## src/rtl/sclk_arbiter_if.sv

```systemverilog
// Bundles the requester-side and divider-side signals of sclk_arbiter.
// The master modport is the arbiter's view; slave is the view of the logic around it.
interface sclk_arbiter_if #(
    parameter int N_REQ = 2,
    parameter int DIV_W = 8
);
    logic [N_REQ-1:0]       i_req;
    logic [N_REQ*DIV_W-1:0] i_divisor;
    logic [N_REQ-1:0]       o_grant;
    logic [N_REQ-1:0]       o_done;
    logic                   o_busy;
    logic                   o_error;
    logic [DIV_W:0]         o_div_config;
    logic                   o_div_start_n;
    logic                   i_div_ready;

    modport master (
        input  i_req, i_divisor, i_div_ready,
        output o_grant, o_done, o_busy, o_error, o_div_config, o_div_start_n
    );

    modport slave (
        output i_req, i_divisor, i_div_ready,
        input  o_grant, o_done, o_busy, o_error, o_div_config, o_div_start_n
    );
endinterface

```

## src/rtl/sclk_arbiter.sv

```systemverilog
// Round-robin owner of the shared SPI SCLK divider: load divisor, start one burst, return done.
// Define SCLK_ARB_TIMEOUT_EN to add a watchdog that aborts a burst the divider never finishes.
module sclk_arbiter #(
    parameter int N_REQ = 2,
    parameter int DIV_W = 8
) (
    input  logic           i_clk,
    input  logic           i_rst,
    sclk_arbiter_if.master bus
);
    localparam int IDX_W = (N_REQ > 2) ? 2 : 1;

    typedef enum logic [2:0] {IDLE, CONFIG, START, RUN, DONE} state_t;

    state_t            state;
    logic [IDX_W-1:0]  ptr;
    logic [IDX_W-1:0]  idx;
    logic [IDX_W-1:0]  win_idx;
    logic [DIV_W-1:0]  div_q;
    logic [DIV_W-1:0]  win_div;
    logic [N_REQ-1:0]  grant_r;
    logic [N_REQ-1:0]  done_r;
    logic              busy_r;
    logic [DIV_W:0]    cfg_r;
    logic              start_n_r;

    // The divider cannot produce a meaningful SCLK from a divisor of 0 or 1.
    function automatic logic [DIV_W-1:0] clamp_div(input logic [DIV_W-1:0] d);
        return (d < DIV_W'(2)) ? DIV_W'(2) : d;
    endfunction

    function automatic logic [N_REQ-1:0] onehot(input logic [IDX_W-1:0] i);
        logic [N_REQ-1:0] v;
        v = '0;
        for (int k = 0; k < N_REQ; k++)
            if (IDX_W'(k) == i) v[k] = 1'b1;
        return v;
    endfunction

    // First pending requester at or above the pointer, wrapping past N_REQ-1.
    always_comb begin
        logic             found;
        int               j;
        logic [IDX_W-1:0] jj;
        logic [DIV_W-1:0] raw;
        found   = 1'b0;
        win_idx = ptr;
        j       = 0;
        jj      = '0;
        raw     = '0;
        for (int k = 0; k < N_REQ; k++) begin
            j = int'(ptr) + k;
            if (j >= N_REQ) j = j - N_REQ;
            jj = IDX_W'(j);
            if (!found && bus.i_req[jj]) begin
                found   = 1'b1;
                win_idx = jj;
            end
        end
        for (int k = 0; k < N_REQ; k++)
            if (IDX_W'(k) == win_idx) raw = bus.i_divisor[k*DIV_W +: DIV_W];
        win_div = clamp_div(raw);
    end

    always_ff @(posedge i_clk) begin
        if (state == IDLE && |bus.i_req) begin
            idx   <= win_idx;
            div_q <= win_div;
        end
    end

`ifdef SCLK_ARB_TIMEOUT_EN
    localparam int WD_W = 12;
    logic [WD_W-1:0] wd_cnt;
    logic [WD_W-1:0] wd_limit;
    logic            error_r;

    assign wd_limit    = WD_W'({div_q, 3'b000}) + WD_W'(32);
    assign bus.o_error = error_r;
`else
    assign bus.o_error = 1'b0;
`endif

    always_ff @(posedge i_clk or posedge i_rst) begin
        if (i_rst) begin
            state     <= IDLE;
            ptr       <= '0;
            grant_r   <= '0;
            done_r    <= '0;
            busy_r    <= 1'b0;
            cfg_r     <= '0;
            start_n_r <= 1'b1;
`ifdef SCLK_ARB_TIMEOUT_EN
            wd_cnt    <= '0;
            error_r   <= 1'b0;
`endif
        end else begin
            case (state)
                IDLE: begin
                    grant_r   <= '0;
                    done_r    <= '0;
                    busy_r    <= 1'b0;
                    cfg_r     <= '0;
                    start_n_r <= 1'b1;
                    if (|bus.i_req) begin
                        state   <= CONFIG;
                        busy_r  <= 1'b1;
                        grant_r <= onehot(win_idx);
                        cfg_r   <= {win_div, 1'b1};
                    end
                end
                CONFIG: begin
                    cfg_r     <= '0;
                    start_n_r <= 1'b0;
                    state     <= START;
`ifdef SCLK_ARB_TIMEOUT_EN
                    wd_cnt    <= '0;
`endif
                end
                START: begin
                    if (!bus.i_div_ready) begin
                        start_n_r <= 1'b1;
                        state     <= RUN;
                    end
                end
                RUN: begin
                    if (bus.i_div_ready) begin
                        done_r <= onehot(idx);
                        state  <= DONE;
                    end
                end
                DONE: begin
                    done_r    <= '0;
                    grant_r   <= '0;
                    busy_r    <= 1'b0;
                    start_n_r <= 1'b1;
                    ptr       <= (idx == IDX_W'(N_REQ - 1)) ? '0 : idx + 1'b1;
                    state     <= IDLE;
`ifdef SCLK_ARB_TIMEOUT_EN
                    error_r   <= 1'b0;
`endif
                end
                default: state <= IDLE;
            endcase
`ifdef SCLK_ARB_TIMEOUT_EN
            // Abort overrides the normal START/RUN transition in the same cycle.
            if (state == START || state == RUN) begin
                if (wd_cnt == wd_limit - WD_W'(1)) begin
                    start_n_r <= 1'b1;
                    done_r    <= onehot(idx);
                    error_r   <= 1'b1;
                    state     <= DONE;
                end else begin
                    wd_cnt <= wd_cnt + WD_W'(1);
                end
            end
`endif
        end
    end

    assign bus.o_grant       = grant_r;
    assign bus.o_done        = done_r;
    assign bus.o_busy        = busy_r;
    assign bus.o_div_config  = cfg_r;
    assign bus.o_div_start_n = start_n_r;
endmodule
```

## src/flat_wrapper.sv

```systemverilog
// flat-port wrapper written by rule: the top's interface ports become plain ports
module sclk_arbiter_flat 
#(
    parameter int N_REQ = 2,
    parameter int DIV_W = 8
)
  (i_clk, i_rst, bus_i_req, bus_i_divisor, bus_i_div_ready, bus_o_grant, bus_o_done, bus_o_busy, bus_o_error, bus_o_div_config, bus_o_div_start_n);
  sclk_arbiter_if #(.N_REQ(N_REQ), .DIV_W(DIV_W)) bus_i ();
  input  logic i_clk;
  input  logic i_rst;
  input wire logic [$bits(bus_i.i_req)-1:0] bus_i_req;
  input wire logic [$bits(bus_i.i_divisor)-1:0] bus_i_divisor;
  input wire logic [$bits(bus_i.i_div_ready)-1:0] bus_i_div_ready;
  output wire logic [$bits(bus_i.o_grant)-1:0] bus_o_grant;
  output wire logic [$bits(bus_i.o_done)-1:0] bus_o_done;
  output wire logic [$bits(bus_i.o_busy)-1:0] bus_o_busy;
  output wire logic [$bits(bus_i.o_error)-1:0] bus_o_error;
  output wire logic [$bits(bus_i.o_div_config)-1:0] bus_o_div_config;
  output wire logic [$bits(bus_i.o_div_start_n)-1:0] bus_o_div_start_n;
  assign bus_i.i_req = bus_i_req;
  assign bus_i.i_divisor = bus_i_divisor;
  assign bus_i.i_div_ready = bus_i_div_ready;
  assign bus_o_grant = bus_i.o_grant;
  assign bus_o_done = bus_i.o_done;
  assign bus_o_busy = bus_i.o_busy;
  assign bus_o_error = bus_i.o_error;
  assign bus_o_div_config = bus_i.o_div_config;
  assign bus_o_div_start_n = bus_i.o_div_start_n;
  sclk_arbiter #(.N_REQ(N_REQ), .DIV_W(DIV_W)) u_core (.i_clk(i_clk), .i_rst(i_rst), .bus(bus_i));
endmodule
```

## config.mk

```make
export PLATFORM = sky130hd
export DESIGN_NAME = sclk_arbiter_flat
export DESIGN_NICKNAME = d
export VERILOG_FILES = /design/src/rtl/sclk_arbiter_if.sv /design/src/rtl/sclk_arbiter.sv /design/src/flat_wrapper.sv
export SDC_FILE = /design/constraint.sdc
export NUM_CORES = 1
export LEC_CHECK = 0
export CAP_MARGIN = 20
export CELL_PAD_IN_SITES_DETAIL_PLACEMENT = 2
export CELL_PAD_IN_SITES_GLOBAL_PLACEMENT = 2
export CORE_UTILIZATION = 25
export DETAILED_ROUTE_END_ITERATION = 8
export PLACE_DENSITY = 0.87
export SYNTH_ARGS = -nofsm -noshare
export SYNTH_HDL_FRONTEND = slang
export SYNTH_SLANG_ARGS = --single-unit
```

## constraint.sdc

```tcl
create_clock -name i_clk -period 2.1 [get_ports i_clk]
set_clock_uncertainty 0.15 [all_clocks]
set_input_delay 0.21 -clock i_clk [delete_from_list [all_inputs] [get_ports i_clk]]
set_output_delay 0.21 -clock i_clk [all_outputs]
set_load 0.01 [all_outputs]
```

==> impl_metrics.tcl, run 1 <==
set metrics [dict create \
    yosysUniqueCellTypes 34 \
    critical_path_required_ns 2.09 \
    grt_pass1_wl_um 4443 \
    worst-path-buf-inv 2 \
    fin_cells 171 \
    worstSetupStartpoint "bus_i_req[0]" \
    path_clk_slew_ns 0.07 \
    synth-edff-count 1 \
    startpoint_type "primary input" \
    h-tree-depth 1 \
    worst_r2r_endpoint "u_core.bus.o_div_config[2]$_DFFE_PP0P_" \
    r2r_start "u_core.ptr$_DFFE_PP0N_" \
    seq_area_um2 506.7 \
    area_growth_pct 50.72 \
    cts_buffers 3 \
    dieArea_um2 4049 \
    final_cell_mix "35 x clkdlybuf4s50_1, 18 x dfrtp_1, 11 x nand2_1, 8 x o21ai_1, 5 x mux2i_1" \
    cts_resized 0 \
    ant_nets 0 \
    io_buffers 35 \
    start_util 0.2594 \
    finalHoldViolations 0 \
    drc 0 \
    crit_arrival_ns 1.86 \
    wl_per_cell_um 15.45 \
    met1_length_um 1128 \
    ys.flop_type "dfrtp_1" \
    crit_path_max_fanout 7 \
    finalCriticalPeriod_ns 1.863 \
    drt_wl_total_um 2642 \
    via_per_inst 4.620 \
    drive_gt1_frac 0.1382 \
    place_inst 167 \
    vdd_drop_max_v 0.0003465 \
    leakage_nw 0.6019 \
    routabilityCongestion 0.7776 \
    insertion_delay_ns 0.26 \
    end_kind "flip-flop" \
    syn_area_um2 949.7 \
    wl_met2_um 1342 \
    reg2reg_depth 4 \
    die_h_um 63.64 \
    path_class "primary input to flip-flop" \
    worstSetupPathDepth 6 \
    fillers 390 \
    seq_area_frac_synth 0.5336 \
    hpwl_um 2104 \
    num_antenna_cells 0 \
    core-area_um2 3661 \
    die_w_um 63.64 \
    rows 22 \
    cts.path.max_buffers 2 \
    slew_violations 0 \
    vias 790 \
    status "completed" \
    yosys_warnings 0 \
    nNetsFinal 145 \
    cts.sinks 20 \
    setup_viol 0 \
    postCtsHoldBufs 0 \
    mostFrequentLayoutCell "clkdlybuf4s50_1" \
    syn_area_per_cell_um2 11.17 \
    hp-class "primary input to asynchronous set/reset pin" \
    power.density_nw_per_um2 1361 \
    antenna_found_initial 0 \
    drt-pass1-iter-count 2 \
    grt_max_degree 20 \
    route.met3.wl_um 148 \
    reg2reg_slack_ns 0.31 \
    drt_iter0_markers 17 \
    netlist_instances 85 \
    rsz0062_at_grt "false" \
    maxCapViolCount 0 \
    finalCritPeriodShare 0.8873 \
    ys_async_sr_fraction 0.9500 \
    post_cts_buffers 0 \
    crit_chain "clkdlybuf4s50_1 -> inv_1 -> maj3_2 -> mux2_1 -> a41oi_1 -> o21ai_1" \
    synth_nets 106 \
    crit_slowest_cell "clkdlybuf4s50_1" \
    cts_tree "done" \
    critPathTopFamily "buffers and inverters" \
    multi_input_area_um2 394.1 \
    top_layer "met4" \
    cts-root-buf "clkbuf_8" \
    grt_use_total 0.1467 \
    num_io_pins 37 \
    grt_pass1_vias 909 \
    fin_util 0.3910 \
    fmax_mhz 536.6 \
    cpPeakStageDelay_ns 0.49 \
    synth-seq-cells 20 \
    grt.overflow.total 0 \
]
stage by stage:
stage	setup WS (ns)	TNS [ns]	cell area [µm²]	power (mW)	hold WS, ns
after global placement	0.02401	0	1360	1.542	0.3107
after floorplan	0.4458	0	949.7	1.131	0.01039
after CTS	0.2167	0	1431	1.981	0.1351
after detailed placement	-0.04700	-0.04858	1360	1.590	0.3211
final	0.2366	0	1431	1.948	0.1304
after global routing	0.1306	0	1431	2.091	0.1650
cell usage after synthesis, types with 2 or more instances:
cell type  count  area (µm²)
a21oi_1        2       10.01
clkbuf_1       3       11.26
dfrtp_1       18       450.4
inv_1          4       15.01
mux2_2         2       22.52
mux2i_1        5       50.05
mux2i_4        3       67.56
nand2_1       11       41.29
nor2_1         3       11.26
nor4_1         2       12.51
o21ai_1        8       40.04
or2_1          2       12.51
cell type report:
class                           count  share of cell area
Sequential cell                    20              0.3540
Inverter                            5             0.01311
Clock buffer                        3             0.02885
Multi-Input combinational cell     55              0.2754
Tap cell                           48             0.04196
Clock inverter                      1             0.02098
Timing Repair Buffer               39              0.2657
state kept, by name, indices dropped and copies added (netlist names):
signal,count
u_core.bus.o_div_config,9
u_core.state,3
u_core.bus.o_done,2
u_core.bus.o_grant,2
u_core.bus.o_busy,1
u_core.bus.o_div_start_n,1
u_core.idx,1
u_core.ptr,1
kinds of logic (layout without fill, tap and decap cells):
kind of cell / after synthesis / count (layout) / share of synthesized area
AO/OA/AOI/OAI: 18 / 18 / 0.1186
buffers and inverters: 10 / 48 / 0.05138
flip-flops: 20 / 20 / 0.5336
other: 1 / 1 / 0.003949
AND/OR/NAND/NOR: 24 / 24 / 0.1212
adder cells (fa/ha/maj): 1 / 1 / 0.01186
multiplexers: 11 / 11 / 0.1594
worst reg2reg max path, stage by stage, from the launching register on:
cell     delay [ns]
dfrtp_1        0.42
maj3_2         0.46
mux2_1         0.37
a41oi_1        0.19
o21ai_1        0.09
worst max path at each step:
stage                                                   endpoint  slack [ns]
final                     u_core.bus.o_div_config[2]$_DFFE_PP0P_        0.24
after global routing      u_core.bus.o_div_config[2]$_DFFE_PP0P_        0.13
after CTS                 u_core.bus.o_div_config[2]$_DFFE_PP0P_        0.22
after detailed placement  u_core.bus.o_div_config[2]$_DFFE_PP0P_       -0.05
after global placement    u_core.bus.o_div_config[2]$_DFFE_PP0P_        0.02
after floorplan           u_core.bus.o_div_config[2]$_DFFE_PP0P_        0.45
per-layer routing:
metal | GRT usage | vias to the layer above
li1 | - | 369
met1 | 0.1710 | 385
met2 | 0.2606 | 32
met3 | 0.03261 | 4
met4 | 0.05114 | 0
met5 | 0 | -
where the power goes:
part           switching, mW  internal (mW)  leakage (nW)  total (mW)
registers              0.132          0.574         0.250       0.705
logic                  0.394          0.468         0.316       0.862
clock network          0.126          0.254        0.0357       0.381
(Power assumes the default switching activity.)
==> run 2: changes to the inputs <==
SLEW_MARGIN = 20   (was not set)
==> results of run 2 <==
The final DEF is identical to that of run 1; final timing and power are the same.
==> run 3: changes to the inputs <==
CTS_BUF_LIST = sky130_fd_sc_hd__clkbuf_16   (was not set)
==> impl_metrics.tcl, run 3 (synthesized netlist as in run 1, its figures left out) <==
set metrics [dict create \
    critical_path_required_ns 2.09 \
    crit_chain "clkdlybuf4s50_1 -> inv_1 -> maj3_2 -> mux2_1 -> a41oi_1 -> o21ai_1" \
    postCtsHoldBufs 0 \
    die_h_um 63.64 \
    area_growth_pct 54.28 \
    finalCriticalPeriod_ns 1.887 \
    num_io_pins 37 \
    grt.overflow.total 0 \
    fillers 386 \
    nNetsFinal 145 \
    layout_setup_ws_ns 0.2125 \
    insertion_delay_ns 0.26 \
    multi_input_area_um2 394.1 \
    pre_cts_ws_ns -0.04700 \
    final_cell_mix "35 x clkdlybuf4s50_1, 18 x dfrtp_1, 11 x nand2_1, 8 x o21ai_1, 5 x mux2i_1" \
    start_util 0.2594 \
    reg2reg_depth 4 \
    crit_arrival_ns 1.88 \
    path_class "primary input to flip-flop" \
    worst_hold_slack_ns 0.1339 \
    grt_pass1_wl_um 4574 \
    grt_max_degree 20 \
    finalHoldViolations 0 \
    maxCapViolCount 0 \
    h-tree-depth 1 \
    fmax_mhz 529.8 \
    met1_usage 0.1699 \
    core-area_um2 3661 \
    post_cts_buffers 0 \
    fin_area_um2 1465 \
    ant_nets 0 \
    num_antenna_cells 0 \
    cpPeakStageDelay_ns 0.49 \
    cts.sinks 20 \
    fin_tns_setup_ns 0 \
    dieArea_um2 4049 \
    critPathTopFamily "buffers and inverters" \
    antenna_found_initial 0 \
    cts_tree "done" \
    placed_cell_area_um2 1360 \
    cts_resized 0 \
    rsz0062_at_grt "false" \
    hpwl_um 2104 \
    status "completed" \
    worstSetupPathDepth 6 \
    met3_usage 0.03261 \
    via_per_inst 4.708 \
    met2_usage 0.2793 \
    path_clk_slew_ns 0.06 \
    rows 22 \
    drt_iter0_markers 19 \
    cts-root-buf "clkbuf_16" \
    grt_use_total 0.1540 \
    worst-path-buf-inv 2 \
    largest_reg_flops 9 \
    startpoint_type "primary input" \
    finalPower_mw 2.110 \
    setup_viol 0 \
    power.density_nw_per_um2 1440 \
    grt_busiest_layer "met2" \
    vias 805 \
    vdd_drop_max_v 0.0003888 \
    drive_gt1_frac 0.1382 \
    routabilityCongestion 0.7776 \
    die_w_um 63.64 \
    end_kind "flip-flop" \
    wl_per_cell_um 16.34 \
    hp-class "primary input to asynchronous set/reset pin" \
    seq_area_um2 506.7 \
    cts.path.max_buffers 2 \
    drt-pass1-iter-count 4 \
    crit_path_max_fanout 7 \
    crit_slowest_cell "clkdlybuf4s50_1" \
    drt_wl_total_um 2794 \
    slew_violations 0 \
    io_buffers 35 \
    cts_buffers 3 \
    mostFrequentLayoutCell "clkdlybuf4s50_1" \
    leakage_nw 0.6173 \
    grt_pass1_vias 922 \
    finalCritPeriodShare 0.8988 \
    drc 0 \
]
run 3: final timing paths:
kind	start	endpoint	slack, ns
max	bus_i_req[0]	u_core.bus.o_div_config[2]$_DFFE_PP0P_	0.21
min	i_rst	u_core.bus.o_grant[0]$_DFFE_PP0P_	0.13
max reg2reg	u_core.ptr$_DFFE_PP0N_	u_core.bus.o_div_config[2]$_DFFE_PP0P_	0.30
min reg2reg	u_core.bus.o_div_config[0]$_DFFE_PP0P_	u_core.bus.o_div_config[0]$_DFFE_PP0P_	0.33
max in group asynchronous	i_rst	u_core.bus.o_div_start_n$_DFFE_PP1P_	1.41
min in group i_clk	u_core.bus.o_div_config[0]$_DFFE_PP0P_	u_core.bus.o_div_config[0]$_DFFE_PP0P_	0.33
run 3: worst min-delay path, stage by stage:
cell and delay, ns:
clkdlybuf4s50_1 0.40, inv_1 0.05, buf_4 0.25
run 3: layout make-up:
type / count / share of cell area
Clock buffer: 3 / 0.05124
Clock inverter: 1 / 0.02050
Inverter: 5 / 0.01281
Multi-Input combinational cell: 55 / 0.2690
Sequential cell: 20 / 0.3459
Tap cell: 48 / 0.04099
Timing Repair Buffer: 39 / 0.2596
run 3: through the flow:
step / util / cells
after floorplan: - / 85
after global placement: 0.3715 / 167
after detailed placement: 0.3715 / 167
after CTS: 0.4002 / 171
after global routing: 0.4002 / 171
final: 0.4002 / 171
run 3: power breakdown:
group          leakage [nW]  switching, mW  internal, mW
Sequential            0.250          0.132         0.575
Clock                0.0511          0.151         0.379
Combinational         0.316          0.404         0.468
run 3: metal layers:
| metal | part of all wire | vias to the layer above |
|---|---|---|
| met1 | 0.40 | 396 |
| li1 | - | 369 |
| met5 | 0 | - |
| met4 | 0.021 | 0 |
| met3 | 0.057 | 5 |
| met2 | 0.52 | 35 |
